**config.mk**
```make
export PLATFORM = sky130hd
export DESIGN_NAME = xoodyak_cmd_sequencer
export DESIGN_NICKNAME = d
export VERILOG_FILES = /design/src/rtl/xoodyak_cmd_sequencer.sv
export SDC_FILE = /design/constraint.sdc
export NUM_CORES = 1
export LEC_CHECK = 0
export CELL_PAD_IN_SITES_DETAIL_PLACEMENT = 1
export CELL_PAD_IN_SITES_GLOBAL_PLACEMENT = 1
export CORE_MARGIN = 4
export CORE_UTILIZATION = 53
export DETAILED_ROUTE_END_ITERATION = 12
export HOLD_SLACK_MARGIN = 0.12
export PLACE_DENSITY_LB_ADDON = 0.1
export SYNTH_ARGS = -nofsm -noshare
export SYNTH_HDL_FRONTEND = slang
export SYNTH_SLANG_ARGS = --single-unit
export TNS_END_PERCENT = 1
```
**constraint.sdc**
```tcl
create_clock -name eph1 -period 32 [get_ports eph1]
set_clock_uncertainty 0.15 [all_clocks]
set_input_delay 6.4 -clock eph1 [delete_from_list [all_inputs] [get_ports eph1]]
set_output_delay 6.4 -clock eph1 [all_outputs]
set_load 0.005 [all_outputs]
```
**src/rtl/xoodyak_cmd_sequencer.sv**
```systemverilog
// xoodyak_cmd_sequencer
// Command stage in front of xoodyak_build. Host commands {opmode, data} are
// queued in a small FIFO and driven to the core one at a time. Each command is
// held until the core reports finished. One idle cycle follows before the next
// command is driven.
// Optional feature: define XOODYAK_SEQ_TIMEOUT_EN to enable a WAIT-state
// watchdog that abandons a command after TIMEOUT cycles without finished.
module xoodyak_cmd_sequencer #(
    parameter int FIFO_DEPTH = 4,
    parameter int MIN_HOLD   = 3,
    parameter int TIMEOUT    = 64,
    parameter int DATA_W     = 352
) (
    input  logic                        eph1,
    input  logic                        reset,
    input  logic                        cmd_valid,
    output logic                        cmd_ready,
    input  logic [4:0]                  cmd_opmode,
    input  logic [DATA_W-1:0]           cmd_data,
    output logic [4:0]                  core_opmode,
    output logic [DATA_W-1:0]           core_data,
    input  logic                        core_finished,
    output logic                        op_done,
    output logic                        op_timeout,
    output logic                        busy,
    output logic [$clog2(FIFO_DEPTH):0] fifo_count
);
    localparam int AW = $clog2(FIFO_DEPTH);
    localparam int HW = (MIN_HOLD > 1) ? $clog2(MIN_HOLD) : 1;
    localparam logic [HW-1:0] HOLD_LAST = HW'(MIN_HOLD - 1);
`ifdef XOODYAK_SEQ_TIMEOUT_EN
    localparam int TW = (TIMEOUT > 1) ? $clog2(TIMEOUT) : 1;
    localparam logic [TW-1:0] TIMEOUT_LAST = TW'(TIMEOUT - 1);
`endif

    typedef enum logic [1:0] {
        S_IDLE,
        S_ISSUE,
        S_WAIT,
        S_GAP
    } state_t;

    logic [4:0]        op_mem   [FIFO_DEPTH];
    logic [DATA_W-1:0] data_mem [FIFO_DEPTH];

    logic [AW:0]       wr_ptr_q, rd_ptr_q;
    logic              head_vis_q;
    logic              full, empty, push, pop;
    logic [AW-1:0]     rd_idx;

    state_t            state_q, state_d;
    logic [HW-1:0]     hold_cnt_q, hold_cnt_d;
    logic              fin_seen_q, fin_seen_d;
    logic [4:0]        opmode_q, opmode_d;
    logic [DATA_W-1:0] data_q, data_d;
`ifdef XOODYAK_SEQ_TIMEOUT_EN
    logic [TW-1:0]     wait_cnt_q, wait_cnt_d;
`endif

    // Pointers carry a wrap bit so full and empty are distinguishable
    assign full       = (wr_ptr_q[AW] != rd_ptr_q[AW]) && (wr_ptr_q[AW-1:0] == rd_ptr_q[AW-1:0]);
    assign empty      = (wr_ptr_q == rd_ptr_q);
    assign cmd_ready  = !full;
    assign push       = cmd_valid && !full;
    assign pop        = (state_q == S_IDLE) && head_vis_q && !empty;
    assign rd_idx     = rd_ptr_q[AW-1:0];
    assign fifo_count = wr_ptr_q - rd_ptr_q;
    assign busy       = (state_q != S_IDLE) || !empty;

    assign core_opmode = opmode_q;
    assign core_data   = data_q;

    // FIFO storage; contents need no reset because the pointers guard them
    always_ff @(posedge eph1) begin
        if (push) begin
            op_mem[wr_ptr_q[AW-1:0]]   <= cmd_opmode;
            data_mem[wr_ptr_q[AW-1:0]] <= cmd_data;
        end
    end

    // FIFO pointers and the registered non-empty flag; the flag delays a fresh entry by one cycle so nothing bypasses the queue
    always_ff @(posedge eph1 or negedge reset) begin
        if (!reset) begin
            wr_ptr_q   <= '0;
            rd_ptr_q   <= '0;
            head_vis_q <= 1'b0;
        end else begin
            if (push) wr_ptr_q <= wr_ptr_q + 1'b1;
            if (pop)  rd_ptr_q <= rd_ptr_q + 1'b1;
            head_vis_q <= !empty;
        end
    end

    // FSM state and registered core outputs
    always_ff @(posedge eph1 or negedge reset) begin
        if (!reset) begin
            state_q    <= S_IDLE;
            hold_cnt_q <= '0;
            fin_seen_q <= 1'b0;
            opmode_q   <= '0;
            data_q     <= '0;
`ifdef XOODYAK_SEQ_TIMEOUT_EN
            wait_cnt_q <= '0;
`endif
        end else begin
            state_q    <= state_d;
            hold_cnt_q <= hold_cnt_d;
            fin_seen_q <= fin_seen_d;
            opmode_q   <= opmode_d;
            data_q     <= data_d;
`ifdef XOODYAK_SEQ_TIMEOUT_EN
            wait_cnt_q <= wait_cnt_d;
`endif
        end
    end

    // Next-state logic: issue, minimum hold, wait for finished, then one idle gap cycle
    always_comb begin
        state_d    = state_q;
        hold_cnt_d = hold_cnt_q;
        fin_seen_d = fin_seen_q;
        opmode_d   = opmode_q;
        data_d     = data_q;
        op_done    = 1'b0;
        op_timeout = 1'b0;
`ifdef XOODYAK_SEQ_TIMEOUT_EN
        wait_cnt_d = wait_cnt_q;
`endif
        case (state_q)
            S_IDLE: begin
                opmode_d = '0;
                data_d   = '0;
                if (pop) begin
                    opmode_d   = op_mem[rd_idx];
                    data_d     = data_mem[rd_idx];
                    hold_cnt_d = '0;
                    fin_seen_d = 1'b0;
                    state_d    = S_ISSUE;
                end
            end
            S_ISSUE: begin
                if (core_finished) fin_seen_d = 1'b1;
                if (hold_cnt_q == HOLD_LAST) begin
                    if ((opmode_q[3:0] == 4'd0) || fin_seen_q || core_finished) begin
                        op_done  = 1'b1;
                        opmode_d = '0;
                        data_d   = '0;
                        state_d  = S_GAP;
                    end else begin
                        state_d = S_WAIT;
`ifdef XOODYAK_SEQ_TIMEOUT_EN
                        wait_cnt_d = '0;
`endif
                    end
                end else begin
                    hold_cnt_d = hold_cnt_q + HW'(1);
                end
            end
            S_WAIT: begin
                if (core_finished) begin
                    op_done  = 1'b1;
                    opmode_d = '0;
                    data_d   = '0;
                    state_d  = S_GAP;
                end
`ifdef XOODYAK_SEQ_TIMEOUT_EN
                else if (wait_cnt_q == TIMEOUT_LAST) begin
                    op_timeout = 1'b1;
                    opmode_d   = '0;
                    data_d     = '0;
                    state_d    = S_GAP;
                end else begin
                    wait_cnt_d = wait_cnt_q + TW'(1);
                end
`endif
            end
            S_GAP: begin
                opmode_d   = '0;
                data_d     = '0;
                fin_seen_d = 1'b0;
                state_d    = S_IDLE;
            end
            default: state_d = S_IDLE;
        endcase
    end
endmodule

```
# After elaboration in Yosys (flattened, before gate mapping)
# Memories as Yosys holds them, arrays and structs flattened.
# Cells that the tools add are included.
# totals
register_bits,369
latch_bits,0
ram_bits,1428
mem_bits_ro,0
in_bits,361
output_inout_bits,364
n_memories,2
# memory_table
memory,words,width,read_ports,rd_ports_with_merged_regs,write_ports,line,rtl
data_mem,4,352,1,0,1,44,logic [DATA_W-1:0] data_mem [FIFO_DEPTH];
op_mem,4,5,1,0,1,43,logic [4:0] op_mem [FIFO_DEPTH];
# classes
n_addsub,4
n_mul,0
div,0
magnitude_cmp,0
n_eq_ne,13
shifts,0
mux,27
bitwise_logic,0
reduce_logical,18
# op_table
op,n
2-to-1 mux 352 bit,4
case mux 352 bit (4 select lines),1
2-to-1 mux 5 bit,4
case mux 5 bit (4 select lines),1
!= test 2 bit (second input constant),6
AND reduction 3 bit,4
2-to-1 mux 2 bit,5
2-to-1 mux 1 bit,8
case mux 2 bit (4 select lines),1
adder 3 x 1 -> 3 bit (second input constant),2
equality test 2 bit (second input constant),3
logical AND 1 bit,4
logical NOT 4 bit,1
case mux 2 bit (2 select lines),1
nonzero test 2 bit,2
equality test 3 bit,1
logical OR 1 bit,3
case mux 1 bit (3 select lines),1
nonzero test 3 bit,1
subtractor 3 bit,1
adder 2 x 1 -> 2 bit (second input constant),1
equality test 2 x 1 -> 1 bit (second input constant),1
equality test 2 bit,1
logical NOT 1 bit,2
other kinds (3),3

# Depth between registers and ports, before layout
# depth
ltp_word,6
mapped_depth,11
ltp_nobuf,6

# Worst setup path after synthesis
# Ideal clock, no wire load.
# synth_timing
path_kind,input port to flip-flop
startpoint,input port cmd_valid
endpoint,memory data_mem[3][0] (enable)
setup_ns,0.768
arrival_time_ns,14.761
required_ns,31.082
setup_slack_ns,16.320
stages,2
path_buffers,0
cell_sequence,o21a_1 and2_1
# synth_between
elab_chain_cells,3
# synth_rtl
item,line,rtl
from (decl),16,"input logic cmd_valid,"
logical AND 1 bit,64,assign push = cmd_valid && !full;
2-to-1 mux 1 bit,75,if (push) begin
2-to-1 mux 1 bit (not written as such),77,data_mem[wr_ptr_q[AW-1:0]] <= cmd_data;
to (decl),44,
# Every way passes these cells.

# Worst setup path in the final report
# layout_timing
startpoint,input port core_finished
endpoint,output port op_done
# layout_between
elab_chain_cells,4
word_cells_on_any_way,5
cone_classes,mux (4); reduce/logical (1)
# layout_rtl
item,line,rtl
from (decl),22,"input logic core_finished,"
logical OR 1 bit,144,if ((opmode_q[3:0] == 4'd0) || fin_seen_q || core_finished) begin
2-to-1 mux 1 bit,144,
2-to-1 mux 1 bit,143,if (hold_cnt_q == HOLD_LAST) begin
case mux 1 bit (2 select lines) (*),129,case (state_q)
to (decl),23,"output logic op_done,"
# Mark *: on every way between the ends. The rest lies on a longest branch, timed or not.

==> run summary <==
Status = finished clean
Crit-path max cell delay = 0.53 ns
Syn Inst Count = 2747
Vert. Die Dim = 357 µm
Register area share after synthesis = 80.8%
Initial antenna violation count = 68
Number of synthesized register bits = 1797
Drt wl/cell = 31.0 µm
Post-DP HPWL = 99.7 mm
Fillers = 9602
Clock Power Share = 29.5%
RePlAce Congestion = 0.797
Register share of total power = 46.6%
Minimum clock period after layout = 14.66 ns
Worst Hold Class = flip-flop to flip-flop
Starting Density = 53.6%
First-pass GRT wire length = 242 mm
Largest buffer count on any clock path = 3
IO Pins = 725
CTS Buf Count = 177
Port-buffer cells = 723
Post-DP Area = 0.0735 mm²
Fin. max-slew vios = 0
Syn_area_per_cell = 23.5 µm²
Critical path startpoint category = input pin
Synth Net Count = 3122
Fin. Hold Viols = 0
Initial DRC count = 2628
Crit end category = primary output
Switching pwr = 1960 µW
Setup TNS = 0 ns
Grt total ovfl = 0
Met2 usage = 43.0%
# hold bufs at CTS = 0
Synth warn = 0
Post-synthesis cell type count = 39
Via count = 31845
Drt via density = 5.96
Largest net degree at the start of global routing = 150
Crit path cell chain = clkdlybuf4s50_1 -> nor2_1 -> a21boi_0 -> a22oi_1 -> nor2b_1 -> clkdlybuf4s50_1
Final Cell Area = 0.0794 mm²
GR Util All Layers = 26.2%
Tcrit/Tclk final = 45.8%
Synth Cell Area = 0.0645 mm²
Resize count post-CTS = 0
Busiest layer in global routing = met2
Post-synth EDFFs = 1428
Clock tree sinks = 1797
Async SR Flop Fraction = 20.5%
Unrepaired setup endpoints after global routing = false
Cell Rows = 127
Most frequent CP cell = clkdlybuf4s50_1
Nets = 3906
Gate power share = 23.9%
Pwr Total = 6950 µW
Worst EP arrival = 8.11 ns
Worst Path Buf+Inv = 2
TritonRoute pass-1 iters = 7
Core area = 0.120 mm²
Routed Antenna Nets = 0
Worst Path Required = 25.45 ns
PwrDens = 87.6 mW/mm²
H-tree depth = 4
Vias in the first global route = 35074
Die footprint = 0.127 mm²
Synth-to-layout area growth = 23.1%
GR Layer Usage met1 = 32.4%
CTS tree = done
DRC = 0
CTS clk-pin slew, worst paths = 0.06 ns
Net Sw Frac = 28.2%
Prevailing post-synth register cell = edfxtp_1
Internal power = 5000 µW
Clk root buf = clkbuf_16
Worst skew pair latency = 0.80 ns
CP Max Fanout = 4
Max-cap violations = 0
Chip width = 357 µm
Highest Clock Rate = 68.2 MHz
Peak VDD IR = 0.0874 mV
Grt met3 use = 8.65%
Crit path max-delay cell type = clkdlybuf4s50_1
Pleak = 0.0276 µW
Drt total wl = 166 mm
CP top delay family = buffers and inverters
Share of cells above drive strength 1 = 18.2%
Slew Limit Headroom = 12.9%
Number of setup buffers added after CTS = 0
Tightest Pin Transition = 1.31 ns
Final setup fails = 0
Critical path type = input pin to primary output
-- sequential cells by signal, indices dropped and copies added (netlist names) --
name,count
data_mem,1408
wr_ptr_q,3
state_q,2
op_mem,20
hold_cnt_q,2
fin_seen_q,1
head_vis_q,1
core_opmode,5
rd_ptr_q,3
core_data,352
-- cells in the mapped netlist (all sizes together), types with 2 or more instances --
master   instances  share of area (%)
nand2b           2              0.019
a22o           357                4.8
edfxtp        1428                 66
dfrtp          369                 14
nor2b            3              0.029
nand3            2              0.016
nor2             3              0.017
and2             4              0.039
buf             39               0.32
nand2            5              0.029
clkbuf         121               0.70
mux4           357                 12
inv             10              0.058
ha              13               0.25
and3             2              0.019
xnor2            4              0.054
o21ai            3              0.023
a2bb2oi          2              0.027
xor2             3              0.041
a21oi            3              0.023
-- layer usage --
layer / wire, µm / share of wire [%] / vias up
met5: 284 / 0.17 / -
met1: 60100 / 36 / 17089
met2: 84000 / 51 / 1186
met4: 6430 / 3.9 / 42
met3: 14700 / 8.9 / 301
li1: - / - / 13227
-- through the flow --
step / utilization [%] / setup WS, ns / instances / hold WS [ns]
after floorplan: - / 16.32 / 2747 / 0.328
after global placement: 61.0 / 17.28 / 4964 / 0.337
after detailed placement: 61.0 / 17.37 / 4964 / 0.340
after CTS: 65.9 / 17.36 / 5297 / 0.358
after global routing: 65.9 / 17.24 / 5323 / 0.371
final: 65.9 / 17.34 / 5344 / 0.353
-- cells in the final DEF, fill, tap and decap left out, types with 3 or more instances in the layout --
| master | synthesis | layout |
|---|---|---|
| clkbuf_16 | 0 | 179 |
| ha_1 | 13 | 13 |
| inv_6 | 0 | 8 |
| nor2b_1 | 3 | 3 |
| edfxtp_1 | 1428 | 1428 |
| bufinv_16 | 0 | 11 |
| dfrtp_1 | 369 | 367 |
| a21oi_1 | 3 | 3 |
| inv_1 | 10 | 10 |
| clkinv_2 | 0 | 24 |
| a22o_1 | 357 | 357 |
| clkinv_1 | 0 | 10 |
| clkinvlp_4 | 0 | 3 |
| mux4_2 | 357 | 357 |
| and2_4 | 0 | 4 |
| clkbuf_1 | 121 | 63 |
| clkdlybuf4s50_1 | 0 | 722 |
| clkbuf_8 | 0 | 29 |
| clkinv_8 | 0 | 4 |
| nand2_1 | 5 | 5 |
| xor2_1 | 3 | 3 |
| xnor2_1 | 4 | 4 |
| diode_2 | 0 | 47 |
| buf_4 | 4 | 36 |
| nor2_1 | 3 | 3 |
| buf_12 | 0 | 6 |
-- cell families after synthesis --
family          count (synthesis)  synth area share [%]
buf+inv                       170                  1.08
flops                        1797                  80.8
xor+xnor                        7                0.0950
fa+ha+maj                      14                 0.283
other cells                     1               0.00581
mux                           358                  12.5
simple gates                   26                 0.240
compound gates                374                  5.04
-- power by group through the flow --
stage	clock network, µW	registers [µW]	logic, µW
CTS	2100	3250	1700
detailed placement	0	3280	1690
global placement	0	3230	1660
floorplan	0	3380	1070
finish	2050	3240	1660
global route	2210	3280	1780
-- path summary, 6_finish.rpt --
kind                                             from                    endpoint  slack [ns]  cells after the start
max in group asynchronous                       reset  core_data[328]$_DFFE_PN0P_       23.67                      3
max reg2reg                   rd_ptr_q[1]$_DFFE_PN0N_  data_mem[2][142]$_DFFE_PP_       25.11                      9
min in group asynchronous                       reset  core_data[268]$_DFFE_PN0P_        5.49                      1
min reg2reg                core_data[275]$_DFFE_PN0P_  core_data[275]$_DFFE_PN0P_        0.35                      1
min                        core_data[275]$_DFFE_PN0P_  core_data[275]$_DFFE_PN0P_        0.35                      1
max                                     core_finished                     op_done       17.34                      6
-- cell type report --
cell class | instances | area, µm² | area share [%]
Antenna cell | 47 | 118 | 0.148
Clock buffer | 271 | 5110 | 6.44
Clock inverter | 62 | 674 | 0.849
Inverter | 10 | 37.5 | 0.0473
Multi-Input combinational cell | 780 | 11700 | 14.8
Sequential cell | 1797 | 52100 | 65.6
Tap cell | 1612 | 2020 | 2.54
Timing Repair Buffer | 765 | 7630 | 9.61
No activity file was read; power rests on OpenSTA's default activity.
